--- config.mk ---
export PLATFORM = sky130hd
export DESIGN_NAME = cu_memfetch_flat
export DESIGN_NICKNAME = d
export VERILOG_FILES = /design/src/rtl/cu_memfetch_if.sv /design/src/rtl/cu_memfetch.sv /design/src/flat_wrapper.sv
export SDC_FILE = /design/constraint.sdc
export NUM_CORES = 2
export LEC_CHECK = 0
export CAP_MARGIN = 20
export CORE_MARGIN = 4
export CORE_UTILIZATION = 40
export DETAILED_ROUTE_END_ITERATION = 10
export PLACE_DENSITY = 0.6
export RECOVER_POWER = 50
export SETUP_SLACK_MARGIN = 0.1
export SLEW_MARGIN = 20
export SYNTH_ARGS = -nofsm -noshare
export SYNTH_HDL_FRONTEND = slang
export SYNTH_SLANG_ARGS = --single-unit
--- constraint.sdc ---
create_clock -name soc_clk -period 6.26 [get_ports soc_clk]
set_clock_uncertainty 0.1 [all_clocks]
set_input_delay 1.878 -clock soc_clk [delete_from_list [all_inputs] [get_ports soc_clk]]
set_output_delay 1.878 -clock soc_clk [all_outputs]
set_load 0.005 [all_outputs]
--- src/rtl/cu_memfetch_if.sv ---
// cu_memfetch_if: fetch request/response and program-load signals between the CU and cu_memfetch
//   master (CU side): drives memfetch_start, fetch_pc, IF_stall, load_en, load_addr, load_data
//   slave (cu_memfetch): drives Fetch_ready, fetch_instr, fetch_pc_out, fetch_busy,
//                        misaligned_err, range_err
interface cu_memfetch_if #(
    parameter int IMEM_DEPTH = 128
);
    logic                          memfetch_start;
    logic [31:0]                   fetch_pc;
    logic                          IF_stall;
    logic                          load_en;
    logic [$clog2(IMEM_DEPTH)-1:0] load_addr;
    logic [31:0]                   load_data;
    logic                          Fetch_ready;
    logic [31:0]                   fetch_instr;
    logic [31:0]                   fetch_pc_out;
    logic                          fetch_busy;
    logic                          misaligned_err;
    logic                          range_err;

    modport master (
        output memfetch_start, fetch_pc, IF_stall, load_en, load_addr, load_data,
        input  Fetch_ready, fetch_instr, fetch_pc_out, fetch_busy, misaligned_err, range_err
    );
    modport slave (
        input  memfetch_start, fetch_pc, IF_stall, load_en, load_addr, load_data,
        output Fetch_ready, fetch_instr, fetch_pc_out, fetch_busy, misaligned_err, range_err
    );
endinterface

--- src/rtl/cu_memfetch.sv ---
// cu_memfetch: instruction-fetch responder returning one IMEM word per CU fetch request
//   soc_clk  clock, all state changes on the rising edge
//   reset    asynchronous active-high reset (memory contents are kept)
//   bus      slave side of cu_memfetch_if: start/pc/stall request, program-load port,
//            Fetch_ready pulse with fetch_instr/fetch_pc_out, busy flag, error pulses
//   Optional: define CU_IF_PREFETCH_EN to add a one-entry next-line buffer so that a
//   fetch of the word following the previous fetch completes in one cycle.
module cu_memfetch #(
    parameter int IMEM_DEPTH   = 128,
    parameter int READ_LATENCY = 2
) (
    input logic          soc_clk,
    input logic          reset,
    cu_memfetch_if.slave bus
);
    localparam int AW = $clog2(IMEM_DEPTH);
    localparam int CW = $clog2(READ_LATENCY) + 1;
    localparam logic [31:0] BYTES = 32'(4 * IMEM_DEPTH);

    typedef enum logic [1:0] {IDLE, WAIT, HOLD, DONE} state_t;

    state_t        state, state_nx;
    logic [31:0]   mem [IMEM_DEPTH];
    logic [31:0]   pc_q, instr_q, pc_out_q, req_data, wait_data, imm_data;
    logic [CW-1:0] cnt;
    logic          mis, oor, accept, hit, imm, last, mis_q, rng_q;

    // Write-first: a load to the word being read on the same edge is forwarded.
    assign req_data  = bus.load_en && bus.load_addr == bus.fetch_pc[AW+1:2] ? bus.load_data : mem[bus.fetch_pc[AW+1:2]];
    assign wait_data = bus.load_en && bus.load_addr == pc_q[AW+1:2] ? bus.load_data : mem[pc_q[AW+1:2]];

`ifdef CU_IF_PREFETCH_EN
    logic        pf_valid;
    logic [31:0] pf_tag, pf_data, nxt_pc, nxt_data;
    assign nxt_pc   = pc_q + 32'd4;
    assign nxt_data = bus.load_en && bus.load_addr == nxt_pc[AW+1:2] ? bus.load_data : mem[nxt_pc[AW+1:2]];
    assign hit      = pf_valid && bus.fetch_pc == pf_tag;
    assign imm_data = hit ? (bus.load_en && bus.load_addr == pf_tag[AW+1:2] ? bus.load_data : pf_data) : req_data;
    // Refill with the next line after every completed fetch; a load to the tagged word drops it.
    always_ff @(posedge soc_clk or posedge reset) begin
        if (reset) begin
            pf_valid <= 1'b0;
            pf_tag   <= '0;
            pf_data  <= '0;
        end else if (state == DONE && nxt_pc < BYTES) begin
            pf_valid <= 1'b1;
            pf_tag   <= nxt_pc;
            pf_data  <= nxt_data;
        end else if (bus.load_en && bus.load_addr == pf_tag[AW+1:2]) begin
            pf_valid <= 1'b0;
        end
    end
`else
    assign hit      = 1'b0;
    assign imm_data = req_data;
`endif

    always_ff @(posedge soc_clk)
        if (bus.load_en)
            mem[bus.load_addr] <= bus.load_data;

    always_ff @(posedge soc_clk or posedge reset)
        if (reset)
            state <= IDLE;
        else
            state <= state_nx;

    // imm: result available on the accept edge (buffer hit or single-cycle latency).
    // last: final WAIT cycle, memory is read on this edge.
    always_comb begin
        mis      = bus.fetch_pc[1:0] != 2'b00;
        oor      = bus.fetch_pc >= BYTES;
        accept   = state == IDLE && bus.memfetch_start && !mis && !oor;
        imm      = accept && (hit || READ_LATENCY == 1);
        last     = state == WAIT && cnt == CW'(1);
        state_nx = state;
        if (accept)
            state_nx = imm ? (bus.IF_stall ? HOLD : DONE) : WAIT;
        if (last || state == HOLD)
            state_nx = bus.IF_stall ? HOLD : DONE;
        if (state == DONE)
            state_nx = IDLE;
    end

    always_ff @(posedge soc_clk or posedge reset) begin
        if (reset) begin
            cnt      <= '0;
            pc_q     <= '0;
            instr_q  <= '0;
            pc_out_q <= '0;
            mis_q    <= 1'b0;
            rng_q    <= 1'b0;
        end else begin
            mis_q <= state == IDLE && bus.memfetch_start && mis;
            rng_q <= state == IDLE && bus.memfetch_start && !mis && oor;
            if (accept) begin
                pc_q <= bus.fetch_pc;
                cnt  <= CW'(READ_LATENCY - 1);
            end else if (state == WAIT) begin
                cnt <= cnt - CW'(1);
            end
            if (imm) begin
                instr_q  <= imm_data;
                pc_out_q <= bus.fetch_pc;
            end else if (last) begin
                instr_q  <= wait_data;
                pc_out_q <= pc_q;
            end
        end
    end

    assign bus.Fetch_ready    = state == DONE;
    assign bus.fetch_busy     = state != IDLE;
    assign bus.fetch_instr    = instr_q;
    assign bus.fetch_pc_out   = pc_out_q;
    assign bus.misaligned_err = mis_q;
    assign bus.range_err      = rng_q;
endmodule

--- src/flat_wrapper.sv ---
// flat-port wrapper written by rule: the top's interface ports become plain ports
module cu_memfetch_flat 
#(
    parameter int IMEM_DEPTH   = 128,
    parameter int READ_LATENCY = 2
)
  (soc_clk, reset, bus_memfetch_start, bus_fetch_pc, bus_IF_stall, bus_load_en, bus_load_addr, bus_load_data, bus_Fetch_ready, bus_fetch_instr, bus_fetch_pc_out, bus_fetch_busy, bus_misaligned_err, bus_range_err);
  cu_memfetch_if #(.IMEM_DEPTH(IMEM_DEPTH)) bus_i ();
  input logic soc_clk;
  input logic reset;
  input wire logic [$bits(bus_i.memfetch_start)-1:0] bus_memfetch_start;
  input wire logic [$bits(bus_i.fetch_pc)-1:0] bus_fetch_pc;
  input wire logic [$bits(bus_i.IF_stall)-1:0] bus_IF_stall;
  input wire logic [$bits(bus_i.load_en)-1:0] bus_load_en;
  input wire logic [$bits(bus_i.load_addr)-1:0] bus_load_addr;
  input wire logic [$bits(bus_i.load_data)-1:0] bus_load_data;
  output wire logic [$bits(bus_i.Fetch_ready)-1:0] bus_Fetch_ready;
  output wire logic [$bits(bus_i.fetch_instr)-1:0] bus_fetch_instr;
  output wire logic [$bits(bus_i.fetch_pc_out)-1:0] bus_fetch_pc_out;
  output wire logic [$bits(bus_i.fetch_busy)-1:0] bus_fetch_busy;
  output wire logic [$bits(bus_i.misaligned_err)-1:0] bus_misaligned_err;
  output wire logic [$bits(bus_i.range_err)-1:0] bus_range_err;
  assign bus_i.memfetch_start = bus_memfetch_start;
  assign bus_i.fetch_pc = bus_fetch_pc;
  assign bus_i.IF_stall = bus_IF_stall;
  assign bus_i.load_en = bus_load_en;
  assign bus_i.load_addr = bus_load_addr;
  assign bus_i.load_data = bus_load_data;
  assign bus_Fetch_ready = bus_i.Fetch_ready;
  assign bus_fetch_instr = bus_i.fetch_instr;
  assign bus_fetch_pc_out = bus_i.fetch_pc_out;
  assign bus_fetch_busy = bus_i.fetch_busy;
  assign bus_misaligned_err = bus_i.misaligned_err;
  assign bus_range_err = bus_i.range_err;
  cu_memfetch #(.IMEM_DEPTH(IMEM_DEPTH), .READ_LATENCY(READ_LATENCY)) u_core (.soc_clk(soc_clk), .reset(reset), .bus(bus_i));
endmodule
## Yosys cells after proc, flatten, opt, wreduce, memory -nomap -nowiden

Memory sizes are Yosys's and may differ from the RTL's. A register that Yosys moved wholly into a read port is not among the register bits.
Cells that the tools add are included.

- Register bits: 70
- Bits in writable memories: 4096
- Output and inout port bits: 68
- Word-level logic and storage cells: 35
- Memories: 1

Memory list:

| name | depth | bits a word | read ports | clocked after memory_dff | wr ports | RTL line | text |
|---|---|---|---|---|---|---|---|
| u_core.mem | 128 | 32 | 1 | 1 | 1 | cu_memfetch.sv:23 | `logic [31:0] mem [IMEM_DEPTH];` |

- Add/sub/neg operators: 1
- Order comparisons: 1
- Equality and inequality tests: 4
- Mux-type cells: 8
- Reductions and logical operators: 14

Operator list:

| operator | number |
|---|---|
| 32-bit by 10-bit >= comparator with 1-bit output, second input constant | 1 |
| 2-bit 2-to-1 mux | 5 |
| 1-bit logical AND | 6 |
| 2-bit nonzero test | 3 |
| 2-bit by 1-bit equality test with 1-bit output, second input constant | 2 |
| 2-bit equality test, second input constant | 2 |
| 1-bit 2-to-1 mux | 3 |
| 3-bit nonzero test | 1 |
| 1-bit logical NOT | 2 |
| 2-bit logical NOT | 1 |
| 2-bit by 1-bit subtractor with 2-bit output, second input constant | 1 |
| 1-bit logical OR | 1 |

## Depth between registers and ports, before layout

- Word-level depth: 7
- Depth in mapped cells: 12
- Gate-level depth less buffers: 7

## Worst setup path after synthesis

Ideal clock, no wire load.

- Path kind: input to register
- From: input port bus_load_addr[6]
- To: memory u_core.mem[81][0] (enable)
- Library setup time: 461 ps
- Arrival time: 4882 ps
- Data required time: 5699 ps
- Setup slack: 817 ps
- Stages on the path: 4
- Path buffers: 1
- Cells stage by stage: clkbuf_1 nor2b_1 nand3_1 nor3_1

RTL lines:

| item | RTL line | text |
|---|---|---|
| from (decl) | flat_wrapper.sv:15 | `input wire logic [$bits(bus_i.load_addr)-1:0] bus_load_addr;` |
| to (decl) | cu_memfetch.sv:23 |  |

Straight into the memory's write port.

## Worst setup path in the final report

- From: input port bus_load_data[13]
- To: memory u_core.mem[0][13], data pin

RTL lines:

| item | RTL line | text |
|---|---|---|
| from (decl) | flat_wrapper.sv:16 | `input wire logic [$bits(bus_i.load_data)-1:0] bus_load_data;` |

Straight into the memory's write port.

==> impl_results.md <==
- Status: finished, violations left
- Failing checks: capacitance limit, slew limit
- # clock sinks: 4198
- Hold WC Path Type: reg -> reg
- Placed insts: 13193
- Port Buffers: 143
- CP endpoint kind: register
- Final Critical Period: 5.514 ns
- CTS max path bufs: 4
- Reg-to-Reg End: u_core.bus.fetch_instr[10]
- Distinct cells, synth: 55
- Pre-CTS setup slack: 0.8935 ns
- Gate Count Post-Synth: 7918
- Fmax: 181.4 MHz
- Hold endpoint: u_core.bus.fetch_pc_out[12]
- Most used cell, CP: clkbuf_1
- GRT Resource Usage Total: 21.94%
- Slowest CP cell: clkbuf_1
- Critical Path Source Type: input pin
- Final hold vios: 0
- Initial antenna violation count: 57
- Worst Path Buf+Inv: 2
- CTS buffer count: 419
- DR DRC count: 0
- Syn avg cell area: 20.35 um^2
- Via-per-instance ratio: 5.918
- Ys flop type: edfxtp_1
- Post-Syn Area: 161200 um^2
- Grt ovf: 0
- Post-DRT Antenna Nets: 0
- Placer Congestion: 0.9371
- Height of the die: 642.8 um
- Post-synthesis sequential area ratio: 77.90%
- Final Setup Violations: 0
- Worst Tran Pin Value: 4.758 ns
- Clock tree root buffer cell: clkbuf_16
- TritonRoute pass-1 iters: 6
- Starting DRC count in detailed routing: 11455
- Synth warn: 0
- Max VDD drop: 0.2281 mV
- RSZ-0062 raised after global routing: false
- Required time of the worst setup path: 6.63 ns
- Via count: 82876
- Largest net degree at the start of global routing: 104
- Worst hold path depth: 2
- Synthesis-to-layout area growth: 14.02%
- Hold buffers post-CTS: 0
- Arrival @ worst endpoint: 5.88 ns
- Core ar.: 400300 um^2
- Reg2reg start: u_core.pc_q[3]
- Post_cts resized: 0
- Crit path largest cell delay: 2.35 ns
- Fin nets: 8430
- Clk pin slew, worst setup/hold paths: 0.06 ns
- Starting density of the core: 40.26%
- Net count after synthesis: 7995
- Final Cycle Share: 88.08%
- Postcts setup bufs: 0
- Non-filler cells in the finished layout: 14004
- Number of core rows: 232
- Final Util: 45.90%
- Die area: 413100 um^2
- Setup TNS: 0 ns
- Register bit total from synthesis: 4198
- First-pass GRT wire length: 643500 um
- R2R depth: 10
- Final Max Tran Viols: 2107
- HP Start: u_core.pc_q[12]
- Relative slew margins: -217.2%
- Routed length per instance: 33.31 um
- Cells along the critical path: clkbuf_1 > clkbuf_1
- Worst Setup SP: bus_load_data[13]
- Clk_lat worst skew: 0.97 ns
- Worst hold slack: 0.3564 ns
- Share of cells above drive strength 1: 19.57%
- H-tree depth: 5
- Largest delay share family, worst path: buffers and inverters
- Crit-path max FO: 36
- Hpwl dp: 288500 um
- Setup Crit Path Kind: in -> reg
- Vias in the first global route: 80391
- Setup slack after layout: 0.7465 ns
- WL final: 466400 um
- Static leakage: 54.68 nW
- TritonCTS clock tree: built
- Async S/R FF share, synth: 2.430%
- Power Density: 305.5 nW/um^2
- Reg-to-reg slack, setup: 1.49 ns
- MaxCap Viol Count: 48
- Die width: 642.8 um
- Io pins: 144
- Post-synth EDFFs: 4096
routing by layer:
| layer | vias to the layer above | GRT usage [%] | wire length, um |
|---|---|---|---|
| met3 | 754 | 4.217 | 42890 |
| met4 | 10 | 8.735 | 20930 |
| met1 | 43916 | 30.59 | 184900 |
| met2 | 4368 | 34.12 | 217600 |
| li1 | 33828 | - | - |
| met5 | - | 0 | 58 |
synth_stat cells (3+ instances only):
library cell	count	area [um^2]
buf_4	99	743.2
mux4_2	586	13200
o21ai_0	6	30.03
nor3_1	66	330.3
a22o_1	31	271.5
a21boi_0	6	45.04
nand4_1	12	75.07
a221oi_1	31	271.5
xnor2_1	4	35.03
nand3_1	150	750.7
buf_6	61	686.9
inv_1	4	15.01
nor3b_1	3	22.52
and2_1	7	43.79
buf_2	126	630.6
buf_1	25	93.84
a221oi_2	3	45.04
a21oi_1	219	1096
clkbuf_1	155	581.8
o221ai_1	32	280.3
o22ai_1	119	744.5
mux2_2	11	123.9
and3_1	22	137.6
nor2_1	141	529.3
nor4_1	44	275.3
a211oi_1	34	255.2
dfrtp_1	102	2552
o32ai_1	31	271.5
nand2_1	243	912.1
edfxtp_1	4096	123000
a2111oi_0	7	61.31
or2_2	3	18.77
nor2b_1	43	269.0
a22oi_1	464	3483
nand2b_1	11	68.82
xor2_1	4	35.03
buf_8	6	90.09
mux2i_1	888	8889
sequential cells by signal, indices dropped and copies added, names as in the netlist:
name / flops
u_core.bus.fetch_instr: 32
u_core.bus.fetch_pc_out: 32
u_core.bus.misaligned_err: 1
u_core.bus.range_err: 1
u_core.cnt: 2
u_core.mem: 4096
u_core.pc_q: 32
u_core.state: 2
worst max path at each step:
stage          slack, ns                         end  cells past startpoint
2_1_floorplan       0.82           u_core.mem[81][0]                      4
4_1_cts             1.62  u_core.bus.fetch_instr[10]                     10
3_5_place_dp        0.89         u_core.mem[114][14]                      6
5_1_grt             0.80          u_core.mem[30][30]                      2
3_3_place_gp        0.93         u_core.mem[104][12]                      6
6_report            0.75           u_core.mem[0][13]                      2
cells in the final DEF (no fill, tap or decap), types with 9 or more instances in the layout:
cell / count
a211oi_1: 34
a21oi_1: 218
a221oi_1: 30
a22o_1: 31
a22oi_1: 464
and3_1: 22
buf_12: 43
buf_4: 264
bufinv_16: 27
clkbuf_1: 154
clkbuf_16: 426
clkbuf_2: 20
clkdlybuf4s50_1: 108
clkinv_1: 93
clkinv_2: 72
clkinvlp_4: 14
dfrtp_1: 97
diode_2: 37
edfxtp_1: 4096
inv_6: 9
mux2_2: 11
mux2i_1: 888
mux4_2: 586
nand2_1: 238
nand3_1: 146
nand4_1: 12
nor2_1: 19
nor2_4: 122
nor2b_1: 35
nor3_1: 57
nor3_2: 9
nor4_1: 22
nor4_2: 21
o221ai_1: 32
o22ai_1: 119
o32ai_1: 28
report_power, final:
part / internal (mW) / switching (mW)
Combinational: 0.104 / 0.796
Clock: 13.7 / 10.5
Sequential: 31.0 / 0.0239
Total: 44.8 / 11.4
logic make-up (layout without fill, tap and decap cells):
logic type,after synthesis,after routing,share of synthesized area [%]
flops,4198,4198,77.90
mux,1485,1485,13.78
compound gates,990,990,4.287
simple gates,755,755,2.187
buf+inv,481,1265,1.791
xor+xnor,8,8,0.04347
fa+ha+maj,1,1,0.007762
other cells,0,37,0
stage by stage:
step           cell area, um^2  power (mW)
2_1_floorplan           161200       31.65
3_3_place_gp            170600       32.45
3_5_place_dp            170600       32.49
4_1_cts                 183900       56.56
5_1_grt                 183700       57.81
6_report                183800       56.15
area by class of cell:
class,instances,area (um^2)
fill,33095,216500
clock buffer,538,11150
antenna,37,92.59
multi-input combinational,3239,34010
inverter,4,16.27
tap,5265,6588
clock inverter,232,2067
timing repair buffer,491,4265
sequential,4198,125600
(Power assumes the default switching activity.)
